===== config.mk =====
export PLATFORM = sky130hd
export DESIGN_NAME = cnt_seq_arbiter
export DESIGN_NICKNAME = d
export VERILOG_FILES = /design/src/rtl/cnt_seq_pkg.sv /design/src/rtl/cnt_seq_arbiter_rr.sv /design/src/rtl/cnt_seq_arbiter.sv
export SDC_FILE = /design/constraint.sdc
export NUM_CORES = 1
export LEC_CHECK = 0
export CAP_MARGIN = 20
export CORE_MARGIN = 2
export CORE_UTILIZATION = 45
export DETAILED_ROUTE_END_ITERATION = 8
export GPL_ROUTABILITY_DRIVEN = 0
export PLACE_DENSITY = 0.79
export SYNTH_ARGS = -nofsm -noshare
export SYNTH_HDL_FRONTEND = slang
export SYNTH_SLANG_ARGS = --single-unit

===== constraint.sdc =====
create_clock -name clk -period 2.55 [get_ports clk]
set_input_delay 0.3825 -clock clk [delete_from_list [all_inputs] [get_ports clk]]
set_output_delay 0.3825 -clock clk [all_outputs]
set_load 0.005 [all_outputs]

===== src/rtl/cnt_seq_pkg.sv =====
// Shared definitions for the 2-bit counter sequencer: state encodings, FSM
// states, the counter transition function and the shortest-path x selector.
package cnt_seq_pkg;

    localparam logic [1:0] S00 = 2'b00;
    localparam logic [1:0] S01 = 2'b01;
    localparam logic [1:0] S10 = 2'b10;
    localparam logic [1:0] S11 = 2'b11;

    // Width of the hold counter (HOLD_CYCLES up to 15)
    localparam int unsigned HOLD_W = 4;

    typedef enum logic [1:0] {
        IDLE = 2'd0,
        STEP = 2'd1,
        HOLD = 2'd2,
        DONE = 2'd3
    } fsm_t;

    // Counter next state: x=0 always lands in 01, x=1 walks 00/01->10->11->00
    function automatic logic [1:0] cnt_nxt(input logic [1:0] s, input logic x);
        logic [1:0] n;
        if (!x) begin
            n = S01;
        end else begin
            case (s)
                S00:     n = S10;
                S01:     n = S10;
                S10:     n = S11;
                default: n = S00;
            endcase
        end
        return n;
    endfunction

    // x that starts the shortest walk from cur to tgt
    function automatic logic cnt_path_x(input logic [1:0] cur, input logic [1:0] tgt);
        logic x;
        case (tgt)
            S01:     x = 1'b0;
            S10:     x = (cur != S11);
            default: x = 1'b1;
        endcase
        return x;
    endfunction

endpackage


===== src/rtl/cnt_seq_arbiter_rr.sv =====
// cnt_rr_arb: N_REQ-wide winner select for the counter sequencer.
// Default: round-robin, search starts at the registered pointer, which moves
// to (served index + 1) mod N_REQ when adv pulses.
// CNT_SEQ_FIXED_PRIO_EN: fixed priority, lowest index wins, no pointer.
// Ports: clk, rst_n, req[N_REQ], adv (served pulse), adv_idx (served index),
//        win_vld_c / win_idx_c (combinational winner).
module cnt_rr_arb #(
    parameter int unsigned N_REQ = 4,
    parameter int unsigned IDX_W = $clog2(N_REQ)
) (
    input  logic             clk,
    input  logic             rst_n,
    input  logic [N_REQ-1:0] req,
    input  logic             adv,
    input  logic [IDX_W-1:0] adv_idx,
    output logic             win_vld_c,
    output logic [IDX_W-1:0] win_idx_c
);

`ifdef CNT_SEQ_FIXED_PRIO_EN

    // Lowest set index wins; scan downward so the last hit is the lowest
    always_comb begin
        win_vld_c = 1'b0;
        win_idx_c = '0;
        for (int i = int'(N_REQ) - 1; i >= 0; i--) begin
            if (req[i]) begin
                win_vld_c = 1'b1;
                win_idx_c = IDX_W'(i);
            end
        end
    end

    logic unused_c;
    assign unused_c = ^{clk, rst_n, adv, adv_idx};

`else

    logic [IDX_W-1:0] ptr_q;

    // Pointer holds the first index to search on the next arbitration
    always_ff @(posedge clk or negedge rst_n) begin
        if (!rst_n) begin
            ptr_q <= '0;
        end else if (adv) begin
            ptr_q <= (adv_idx == IDX_W'(N_REQ - 1)) ? '0 : adv_idx + IDX_W'(1);
        end
    end

    // First requester found walking up from the pointer, wrapping
    always_comb begin
        logic [IDX_W-1:0] idx;
        win_vld_c = 1'b0;
        win_idx_c = '0;
        idx       = '0;
        for (int unsigned off = 0; off < N_REQ; off++) begin
            idx = IDX_W'((32'(ptr_q) + off) % N_REQ);
            if (!win_vld_c && req[idx]) begin
                win_vld_c = 1'b1;
                win_idx_c = idx;
            end
        end
    end

`endif

endmodule


===== src/rtl/cnt_seq_arbiter.sv =====
// cnt_seq_arbiter: grants one requester at a time, walks the 2-bit counter
// to that requester's target along the shortest path, holds for HOLD_CYCLES,
// then pulses done. Keeps a shadow of the counter state.
// Ports: clk, rst_n, req[N_REQ], tgt[2*N_REQ] (2 bits per requester),
//        gnt[N_REQ], done[N_REQ], x_out, step_en, cur_state[2], busy.
// Macro CNT_SEQ_FIXED_PRIO_EN selects fixed-priority arbitration.
module cnt_seq_arbiter
    import cnt_seq_pkg::*;
#(
    parameter int unsigned N_REQ       = 4,
    parameter int unsigned HOLD_CYCLES = 2
) (
    input  logic               clk,
    input  logic               rst_n,
    input  logic [N_REQ-1:0]   req,
    input  logic [2*N_REQ-1:0] tgt,
    output logic [N_REQ-1:0]   gnt,
    output logic [N_REQ-1:0]   done,
    output logic               x_out,
    output logic               step_en,
    output logic [1:0]         cur_state,
    output logic               busy
);

    localparam int unsigned IDX_W = $clog2(N_REQ);

    fsm_t              state_q, state_d;
    logic [1:0]        target_q, target_d;
    logic [IDX_W-1:0]  win_q, win_d;
    logic [HOLD_W-1:0] hold_q, hold_d;
    logic [1:0]        cur_d;
    logic [N_REQ-1:0]  gnt_d, done_d;
    logic              x_d, step_d, busy_d;
    logic              arb_vld_c;
    logic [IDX_W-1:0]  arb_idx_c;
    logic              adv_c;

    cnt_rr_arb #(
        .N_REQ (N_REQ),
        .IDX_W (IDX_W)
    ) u_arb (
        .clk       (clk),
        .rst_n     (rst_n),
        .req       (req),
        .adv       (adv_c),
        .adv_idx   (win_q),
        .win_vld_c (arb_vld_c),
        .win_idx_c (arb_idx_c)
    );

    // State and registered outputs
    always_ff @(posedge clk or negedge rst_n) begin
        if (!rst_n) begin
            state_q   <= IDLE;
            target_q  <= S00;
            win_q     <= '0;
            hold_q    <= '0;
            cur_state <= S00;
            gnt       <= '0;
            done      <= '0;
            x_out     <= 1'b0;
            step_en   <= 1'b0;
            busy      <= 1'b0;
        end else begin
            state_q   <= state_d;
            target_q  <= target_d;
            win_q     <= win_d;
            hold_q    <= hold_d;
            cur_state <= cur_d;
            gnt       <= gnt_d;
            done      <= done_d;
            x_out     <= x_d;
            step_en   <= step_d;
            busy      <= busy_d;
        end
    end

    // Next state; outputs are decoded from the next state so they line up
    // with the state they belong to
    always_comb begin
        state_d  = state_q;
        target_d = target_q;
        win_d    = win_q;
        hold_d   = hold_q;
        adv_c    = 1'b0;
        cur_d    = step_en ? cnt_nxt(cur_state, x_out) : cur_state;

        case (state_q)
            IDLE: begin
                if (arb_vld_c) begin
                    win_d    = arb_idx_c;
                    target_d = tgt[{arb_idx_c, 1'b0} +: 2];
                    if (cur_state != target_d) begin
                        state_d = STEP;
                    end else begin
                        state_d = HOLD;
                        hold_d  = HOLD_W'(HOLD_CYCLES);
                    end
                end
            end
            STEP: begin
                if (cnt_nxt(cur_state, x_out) == target_q) begin
                    state_d = HOLD;
                    hold_d  = HOLD_W'(HOLD_CYCLES);
                end
            end
            HOLD: begin
                hold_d = hold_q - HOLD_W'(1);
                if (hold_q == HOLD_W'(1)) begin
                    state_d = DONE;
                end
            end
            DONE: begin
                adv_c   = 1'b1;
                state_d = IDLE;
            end
            default: state_d = IDLE;
        endcase

        step_d = (state_d == STEP);
        x_d    = (state_d == STEP) ? cnt_path_x(cur_d, target_d) : 1'b0;
        busy_d = (state_d != IDLE);
        gnt_d  = (state_d != IDLE) ? (N_REQ'(1) << win_d) : '0;
        done_d = (state_d == DONE) ? (N_REQ'(1) << win_d) : '0;
    end

endmodule


==> impl_results.md, run 1 <==
- Hold_ws: 398.2 ps
- CTS root buffer: clkbuf_4
- DP HPWL: 2316 um
- CP arrival: 2610 ps
- Share of cells above drive strength 1: 21.55%
- Via/cell ratio: 5.481
- Fill count: 212
- F_max: 0.4258 GHz
- Starting density of the core: 47.95%
- Yosys warning total: 0
- Total CTS buffers: 3
- Outcome: completed
- Total power: 2.080 mW
- Largest fanout on the critical path: 5
- CTS tree: built
- # placed instances: 207
- Setup Skew: 6.327 ps
- Initial antenna violation count: 0
- Synth Net Count: 154
- CP cell instances: nor2b_2 > or4b_4 > buf_4 > nand3_1 > a32oi_2 > xnor2_2 > o41ai_2 > buf_4 > a2bb2oi_1
- Die width: 58.44 um
- Worst-Skew Late Latency: 320 ps
- GRT Util Overall: 20.56%
- Tmin final: 2349 ps
- Die area: 0.003415 mm2
- Number of global-route vias before repair: 1160
- Register area share after synthesis: 46.90%
- Lkg Pwr: 0.8616 nW
- Worst EP required: 2810 ps
- CP max-delay cell: or4b_4
- Die Height: 58.44 um
- Final instance area: 0.001833 mm2
- Rows: 19
- H-tree depth: 1
- Slowest cell delay on critical path: 550 ps
- Post-Synthesis Cells: 137
- Post-route ant nets: 0
- Number of distinct library cells after synthesis: 44
- RSZ-0062 raised after global routing: no
- Yosys top cell by area: dfrtp_1
- DRC errors left: 0
- Total grt overflow: 0
- First-pass GRT wire length: 5264 um
- Top_reg_cell synth: dfrtp_1
- Leading post-synthesis cells by cell area: dfrtp_1 47%, nor2_1 3.9%, nand2_1 3.7%, ha_1 2.8%, nand3_1 2.6%
- Final period util: 92.11%
- Worst setup SP type: flop
- EDFF count, synth: 0
- #FFs+latches synth: 25
- Hold WC Path Type: input port to asynchronous set/reset pin
- Peak supply drop: 852.9 uV
- Slew headroom: 66.04%
- Iteration-0 DRC Markers: 48
- ANT cells: 0
- CP Capture Type: flop
- Nets: 199
- Vias: 1162
- Final Max Tran Viols: 0
- Worst-margin pin slew: 502.3 ps
- Commonest cells post-synth: 25 x dfrtp_1, 14 x nor2_1, 13 x nand2_1, 8 x inv_1, 7 x nand3_1
- Io pins: 27
- Ys async rst share: 100.0%
- Port-buffer cells: 26
- Area growth, synth to finish: 37.43%
- Reg clk slew, reported paths: 130 ps
- Worst setup margin: 201.2 ps
- Synth top area share: 46.90%
- Cell Area, Placed: 0.001749 mm2
- Largest net degree at the start of global routing: 26
- Drt total wl: 3133 um
- P per Cell Area: 1135 mW/mm2
- Final setup viols: 0
- Most frequent cell after synthesis: dfrtp_1
- Pre-Repair DR Iteration Count: 4
- Mapped Avg Cell Area: 9.736 um2
- Cell mode on critical path: buf_4
- Core area: 0.002781 mm2
- Max-cap viol count: 0
- Post-Layout Cell Count: 212
- Pre-CTS setup slack: -422.8 ps
- Hold Fails Final Rpt: 0
- WS Path Type: flop to flop
- Syn Std Cell Area: 0.001334 mm2
- Clock sinks: 25
- DR WL/cell: 14.78 um
- CTS max path bufs: 2
critical path: cells and delay by family (launching register included):
kind / cells / cell delay (ps)
simple gates: 3 / 700
compound gates: 3 / 630
flops: 1 / 420
buf+inv: 2 / 350
xor+xnor: 1 / 180
cells by family after synthesis:
| logic type | synth area share [%] |
|---|---|
| buf+inv | 4.221 |
| xor+xnor | 2.627 |
| compound gates | 17.54 |
| flops | 46.90 |
| simple gates | 21.86 |
| fa+ha+maj | 2.815 |
| mux | 4.034 |
layer usage:
layer  share of wire [%]  GRT usage, %  up-vias
li1                    -             -      577
met1                  45         26.88      560
met2                  50         33.71       21
met3                 2.9         3.516        4
met4                 1.5         8.638        0
met5                   0             0        -
cell usage in the layout, fill, tap and decap left out, drive strengths merged, types with 2 or more instances in the layout:
cell type      netlist  layout
ha                   3       3
mux2i                2       2
buf                  2      20
nor2                14      14
or2                  2       2
nand2b               4       4
dlymetal6s2s         0       4
nor4                 4       4
a221oi               3       3
dfrtp               25      25
and2                 2       2
clkbuf               4       3
nand2               13      13
a32oi                2       2
nor3b                3       3
a21bo                2       2
nor2b                4       4
a21boi               2       2
inv                  8       8
clkdlybuf4s50        0      22
mux2                 3       3
o211ai               3       3
o21bai               2       2
xnor2                3       3
o21ai                4       4
nand3                7       7
registers in the layout (all words and copies together), names as in the netlist, 2 cells and up:
register and count:
u_arb.ptr_q 2, hold_q 4, cur_state 2, done 4
win_q 2, state_q 2, target_q 2, gnt 4
layout make-up:
class                           count  area [um2]  share of cell area (%)
Clock buffer                        3       22.52                   1.229
Multi-Input combinational cell     98       690.7                   37.68
Tap cell                           31       38.79                   2.116
Inverter                            8       30.03                   1.638
Clock inverter                      1       5.005                  0.2730
Timing Repair Buffer               46       420.4                   22.94
Sequential cell                    25       625.6                   34.13
final timing paths:
kind	from	endpoint	slack, ps	depth (start not counted)
setup / recovery	u_arb.ptr_q[0]$_DFFE_PN0N_	hold_q[1]$_DFFE_PN0P_	200	9
hold / removal	rst_n	gnt[0]$_DFF_PN0_	400	2
setup reg to reg	u_arb.ptr_q[0]$_DFFE_PN0N_	hold_q[1]$_DFFE_PN0P_	200	9
hold reg to reg	win_q[0]$_DFF_PN0_	u_arb.ptr_q[0]$_DFFE_PN0N_	580	1
max in group asynchronous	rst_n	hold_q[0]$_DFFE_PN0P_	1910	2
min in group clk	win_q[0]$_DFF_PN0_	u_arb.ptr_q[0]$_DFFE_PN0N_	580	1
where the power goes:
group	switching [mW]	total, mW	internal [mW]
Clock	0.116	0.175	0.0588
Sequential	0.174	0.729	0.554
Combinational	0.544	1.18	0.632
Total	0.835	2.08	1.24
stage by stage:
step | util, % | setup TNS, ps
6_report | 65.90 | 0
3_3_place_gp | 62.89 | -1789
2_1_floorplan | - | 0
4_1_cts | 64.82 | 0
5_1_grt | 65.90 | 0
3_5_place_dp | 62.89 | -2429
what timing repair did:
item	CTS	global route
pin swaps	1	4
hold buffers	0	0
setup buffers	1	0
endpoints found under the setup margin	4	4
hold endpoints to repair	0	0
resized for setup	3	8
Note: power is estimated with default switching activity, not from simulation.
==> inputs of run 2 (changes only) <==
--- a/config.mk
+++ b/config.mk
@@ -6,8 +6,11 @@
 export NUM_CORES = 1
 export LEC_CHECK = 0
 export CAP_MARGIN = 20
+export CELL_PAD_IN_SITES_DETAIL_PLACEMENT = 2
+export CELL_PAD_IN_SITES_GLOBAL_PLACEMENT = 2
+export CORE_ASPECT_RATIO = 0.5
 export CORE_MARGIN = 2
-export CORE_UTILIZATION = 45
+export CORE_UTILIZATION = 28
 export DETAILED_ROUTE_END_ITERATION = 8
 export GPL_ROUTABILITY_DRIVEN = 0
 export PLACE_DENSITY = 0.79
==> impl_results.md, run 2 (synthesized netlist as in run 1, its figures left out) <==
- CP Capture Type: flop
- Drt total wl: 4241 um (+35%)
- Rows: 17 (-2)
- Largest fanout on the critical path: 4 (-1)
- Clock sinks: 25 (unchanged)
- Total power: 2.258 mW (+8.6%)
- Initial antenna violation count: 0 (unchanged)
- Hold Fails Final Rpt: 0 (unchanged)
- Total grt overflow: 0 (unchanged)
- Post-route setup TNS: 0 ps (unchanged)
- Worst-margin pin slew: 696.0 ps (+193.6 ps)
- Area growth, synth to finish: 39.68%
- Reg clk slew, reported paths: 90 ps (-40 ps)
- Share of cells above drive strength 1: 20.34% (-1.2 points)
- Worst EP required: 2690 ps (-120 ps)
- WS Path Type: input port to flop
- P per Cell Area: 1212 mW/mm2 (+6.8%)
- ANT cells: 0 (unchanged)
- GRT Util Overall: 17.50% (-3.1 points)
- Worst-Skew Late Latency: 270 ps (-50 ps)
- Most frequent cells in the layout: 25 x dfrtp_1, 22 x clkdlybuf4s50_1, 16 x buf_4, 14 x nor2_1, 13 x nand2_1
- Vias: 1179 (+1.5%)
- H-tree depth: 1 (unchanged)
- Die width: 101.6 um (+74%)
- CTS max path bufs: 2 (unchanged)
- Via/cell ratio: 4.852 (-11%)
- Die area: 0.005365 mm2 (+57%)
- DR WL/cell: 17.45 um (+18%)
- DRC errors left: 0 (unchanged)
- Largest net degree at the start of global routing: 26 (unchanged)
- Iteration-0 DRC Markers: 37 (-23%)
- Top flop regs: done (4), gnt (4), hold_q (4)
- First-pass GRT wire length: 7120 um (+35%)
- CP max-delay cell: or4b_4
- Buf+Inv Stages, Crit Path: 2 (unchanged)
- Starting density of the core: 29.72% (-18 points)
- Cell Area, Placed: 0.001770 mm2 (+1.2%)
- Slowest cell delay on critical path: 540 ps (about the same)
- Kind of cell adding the most delay to the critical path: compound AO/OA/AOI/OAI gates
- Fill count: 498 (+130%)
- F_max: 0.4028 GHz (-5.4%)
- CP cell instances: dlygate4sd2_1 > nor2b_1 > or4b_4 > a21bo_1 > a32oi_2 > xnor2_2 > o41ai_2 > buf_4 > o21ai_1
- RSZ-0062 raised after global routing: no
- Total CTS buffers: 3 (unchanged)
- Tmin final: 2483 ps (+133.9 ps)
- Number of global-route vias before repair: 1361 (+17%)
- Slew headroom: 53.32% (-13 points)
- Worst setup SP type: input port
- Peak supply drop: 321.7 uV (-62%)
- CTS tree: built
- Max-cap viol count: 0 (unchanged)
- Hold WC Path Type: input port to asynchronous set/reset pin
- Die Height: 52.81 um (-9.6%)
- Final period util: 97.36% (+5.2 points)
- # hold bufs at CTS: 0 (unchanged)
- Outcome: completed
- Hold_ws: 486.5 ps (+88.29 ps)
- CTS root buffer: clkbuf_8
- Nets: 195 (-2.0%)
- Io pins: 27 (unchanged)
- Final instance area: 0.001863 mm2 (+1.6%)
- Lkg Pwr: 0.8214 nW (-4.7%)
- Post-route ant nets: 0 (unchanged)
- Final Max Tran Viols: 0 (unchanged)
- Pre-Repair DR Iteration Count: 4 (unchanged)
- Final setup viols: 0 (unchanged)
- DP HPWL: 3193 um (+38%)
- Core area: 0.004488 mm2 (+61%)
- Setup Skew: 9.309 ps (+2.981 ps)
- CP arrival: 2630 ps (+20 ps)
- Most common cell after layout, fill and taps aside: dfrtp_1
- Port-buffer cells: 26 (unchanged)
## run 2: cell types whose count changed in the layout (fill, tap and decap cells not counted), moves of 3 or more
| cell | delta |
|---|---|
| buf_4 | -4 |
| clkbuf_4 | -3 |
| clkbuf_8 | +3 |
| dlygate4sd2_1 | +4 |
| dlymetal6s2s_1 | -4 |
## run 2: final cells by class
type	count	area [um2]	area share (%)
multi-input cells	98	704.4	37.81
well taps	66	82.58	4.432
clock buffers	4	45.04	2.418
inverters	8	30.03	1.612
flip-flops and latches	25	625.6	33.58
repair buffers	42	375.4	20.15
## run 2: repair_timing
item	in CTS	in global routing
resized for setup	13	1
pin swaps	4	0
buffers inserted	0	0
setup endpoints to repair	7	1
cloned	0	0
## run 2: stage by stage
step,setup WS (ps),std cells,utilization (%)
final,67.39,243,41.51
after global routing,3.946,243,41.51
after CTS,79.67,243,41.37
after detailed placement,-571.5,239,39.45
after global placement,-372.6,239,39.45
after floorplan,154.7,137,-
## run 2: metal layers
metal | vias to the layer above | routed length [um] | global-route usage (%)
li1 | 563 | - | -
met1 | 598 | 2066 | 22.59
met2 | 16 | 2065 | 30.70
met3 | 2 | 100 | 2.933
met4 | 0 | 8 | 4.505
met5 | - | 0 | 0
## run 2: report_power, final
group | internal [mW] | switching (mW)
Clock | 0.112 | 0.122
Sequential | 0.556 | 0.177
Combinational | 0.649 | 0.643
Total | 1.32 | 0.942
## run 2: path summary, 6_finish.rpt
| check | from | end | slack (ps) | depth (start not counted) |
|---|---|---|---|---|
| setup / recovery | req[0] | hold_q[3]$_DFFE_PN0P_ | 70 | 9 |
| hold / removal | rst_n | u_arb.ptr_q[0]$_DFFE_PN0N_ | 490 | 2 |
| setup reg to reg | u_arb.ptr_q[0]$_DFFE_PN0N_ | hold_q[3]$_DFFE_PN0P_ | 140 | 8 |
| hold reg to reg | win_q[0]$_DFF_PN0_ | u_arb.ptr_q[0]$_DFFE_PN0N_ | 550 | 1 |
| max in group asynchronous | rst_n | done[0]$_DFF_PN0_ | 1810 | 2 |
| min in group clk | win_q[0]$_DFF_PN0_ | u_arb.ptr_q[0]$_DFFE_PN0N_ | 550 | 1 |
## run 2: worst register-to-register path, stage by stage (launching register included)
cell,delay [ps]
dfrtp_1,410
nor2b_2,70
or4b_4,550
a21bo_1,200
a32oi_2,280
xnor2_2,140
o41ai_2,370
buf_4,190
o21ai_1,80
==> inputs of run 3 (changes only) <==
--- a/config.mk
+++ b/config.mk
@@ -13,6 +13,7 @@
 export CORE_UTILIZATION = 28
 export DETAILED_ROUTE_END_ITERATION = 8
 export GPL_ROUTABILITY_DRIVEN = 0
+export GPL_TIMING_DRIVEN = 0
 export PLACE_DENSITY = 0.79
 export SYNTH_ARGS = -nofsm -noshare
 export SYNTH_HDL_FRONTEND = slang
==> impl_results.md, run 3 (synthesized netlist as in run 1, its figures left out) <==
- Outcome: completed
- Peak supply drop: 287.7 uV (-11%)
- CTS max path bufs: 2 (unchanged)
- Area growth, synth to finish: 42.31%
- Iteration-0 DRC Markers: 39 (+5.4%)
- CTS root buffer: clkbuf_8
- Hold Fails Final Rpt: 0 (unchanged)
- Final setup viols: 0 (unchanged)
- Die width: 101.6 um (unchanged)
- Setup Skew: 4.695 ps (-4.614 ps)
- P_int: 1.301 mW (-1.2%)
- Number of global-route vias before repair: 1234 (-9.3%)
- Slew headroom: 48.05% (-5.3 points)
- RSZ-0062 raised after global routing: no
- Total CTS buffers: 3 (unchanged)
- Most common cell after layout, fill and taps aside: dfrtp_1
- Hold WC Path Type: input port to asynchronous set/reset pin
- DRC errors left: 0 (unchanged)
- Post-Layout Cell Count: 238 (-2.1%)
- Share of total power in the clock network: 10.4% (about the same)
- Hold_ws: 416.0 ps (-70.50 ps)
- Pre-Repair DR Iteration Count: 4 (unchanged)
- Comb pwr share: 57.8% (+0.6 points)
- Largest net degree at the start of global routing: 26 (unchanged)
- Max-cap viol count: 0 (unchanged)
- Seq pwr share: 31.8% (-0.7 points)
- Final Max Tran Viols: 0 (unchanged)
- ANT cells: 0 (unchanged)
- Nets: 190 (-2.6%)
- Lkg Pwr: 0.8077 nW (-1.7%)
- Share of cells above drive strength 1: 21.51% (+1.2 points)
- P per Cell Area: 1178 mW/mm2 (-2.8%)
- Die area: 0.005365 mm2 (unchanged)
- DP HPWL: 2691 um (-16%)
- Critical path depth: 7 (-2)
- Buf+Inv Stages, Crit Path: 0 (-2)
- Io pins: 27 (unchanged)
- CTS tree: built
- Switching Share: 41.83% (+0.097 points)
- H-tree depth: 1 (unchanged)
- Kind of cell adding the most delay to the critical path: compound AO/OA/AOI/OAI gates
- CP cell instances: nor2b_4 > or4b_4 > a21bo_2 > a32oi_4 > xor2_4 > o41ai_4 > and2_1
- Vias: 1150 (-2.5%)
- Reg2Reg Depth: 7 (-1)
- First-pass GRT wire length: 6444 um (-9.5%)
- Post-route ant nets: 0 (unchanged)
- Top flop regs: done (4), gnt (4), hold_q (4)
- # hold bufs at CTS: 0 (unchanged)
- Tmin final: 2445 ps (-37.51 ps)
- Die Height: 52.81 um (unchanged)
- F_max: 0.4090 GHz (+1.5%)
- GRT Util Overall: 16.02% (-1.5 points)
- Rows: 17 (unchanged)
- Most frequent cells in the layout: 23 x dfrtp_1, 22 x clkdlybuf4s50_1, 13 x nand2_1, 13 x nor2_1, 8 x inv_1
- Drt total wl: 3906 um (-7.9%)
- Final period util: 95.89% (-1.5 points)
- Initial antenna violation count: 0 (unchanged)
- Total power: 2.236 mW (-0.99%)
- CP max-delay cell: or4b_4
- Worst-margin pin slew: 774.5 ps (+78.55 ps)
- Clock sinks: 25 (unchanged)
- Worst EP required: 2760 ps (+70 ps)
- Starting density of the core: 29.72% (unchanged)
- Psw: 935.2 uW (-0.76%)
- Final Util: 42.29% (+0.78 points)
- Core area: 0.004488 mm2 (unchanged)
- Fill count: 481 (-3.4%)
- Largest fanout on the critical path: 5 (+1)
- Slowest cell delay on critical path: 550 ps (about the same)
- Total grt overflow: 0 (unchanged)
- CP Capture Type: flop
- # placed instances: 229 (-4.2%)
- Reg clk slew, reported paths: 80 ps (about the same)
- Worst-Skew Late Latency: 270 ps (about the same)
- Port-buffer cells: 26 (unchanged)
- WS Path Type: flop to flop
- Worst setup SP type: flop
- DR WL/cell: 16.41 um (-6.0%)
- Via/cell ratio: 4.832 (-0.41%)
- CP arrival: 2650 ps (+20 ps)
[run 3: cell types whose count changed in the layout (fill, tap and decap cells not counted), sizes merged]
cell,delta
buf,-7
clkbuf,+4
dlygate4sd2,-4
clkdlybuf4s15,+1
clkdlybuf4s18,+1
[run 3: worst paths after layout]
check                                           start  slack (ps)                         end
setup / recovery           u_arb.ptr_q[0]$_DFFE_PN0N_         100        state_q[1]$_DFF_PN0_
hold / removal                                  rst_n         420              busy$_DFF_PN0_
setup reg to reg           u_arb.ptr_q[0]$_DFFE_PN0N_         100        state_q[1]$_DFF_PN0_
hold reg to reg                 hold_q[1]$_DFFE_PN0P_         570       hold_q[1]$_DFFE_PN0P_
max in group asynchronous                       rst_n        1690  u_arb.ptr_q[0]$_DFFE_PN0N_
min in group clk                hold_q[1]$_DFFE_PN0P_         570       hold_q[1]$_DFFE_PN0P_
[run 3: area by class of cell]
type | count | area (um2) | area share [%]
multi-input combinational | 98 | 769.5 | 40.54
buffer | 3 | 11.26 | 0.5933
sequential | 25 | 628.1 | 33.09
inverter | 8 | 30.03 | 1.582
clock buffer | 4 | 45.04 | 2.373
timing repair buffer | 34 | 331.6 | 17.47
tap | 66 | 82.58 | 4.351
[run 3: timing repair]
action,in CTS,in global routing
gates resized for setup,33,7
setup buffers,6,1
setup endpoints to repair,17,10
pin swaps,6,3
[run 3: power groups by stage]
| stage | Sequential (mW) | Combinational [mW] | Clock (mW) |
|---|---|---|---|
| after floorplan | 0.662 | 0.716 | 0 |
| after global placement | 0.673 | 1.03 | 0 |
| after detailed placement | 0.692 | 1.08 | 0 |
| after CTS | 0.707 | 1.25 | 0.245 |
| after global routing | 0.739 | 1.45 | 0.255 |
| final | 0.711 | 1.29 | 0.232 |
[run 3: metrics by stage]
step                      instance area, um2  setup slack [ps]  setup TNS (ps)
after floorplan                         1334             154.7               0
after global placement                  1677            -623.7           -6707
after detailed placement                1677            -750.6           -8352
after CTS                               1866             5.610               0
after global routing                    1898             1.265               0
final                                   1898             104.9               0
[run 3: metal layers]
| layer | wire [um] | global-route usage (%) |
|---|---|---|
| met1 | 1970 | 22.65 |
| met2 | 1817 | 25.66 |
| met3 | 91 | 2.533 |
| met4 | 27 | 4.054 |
| met5 | 0 | 0 |
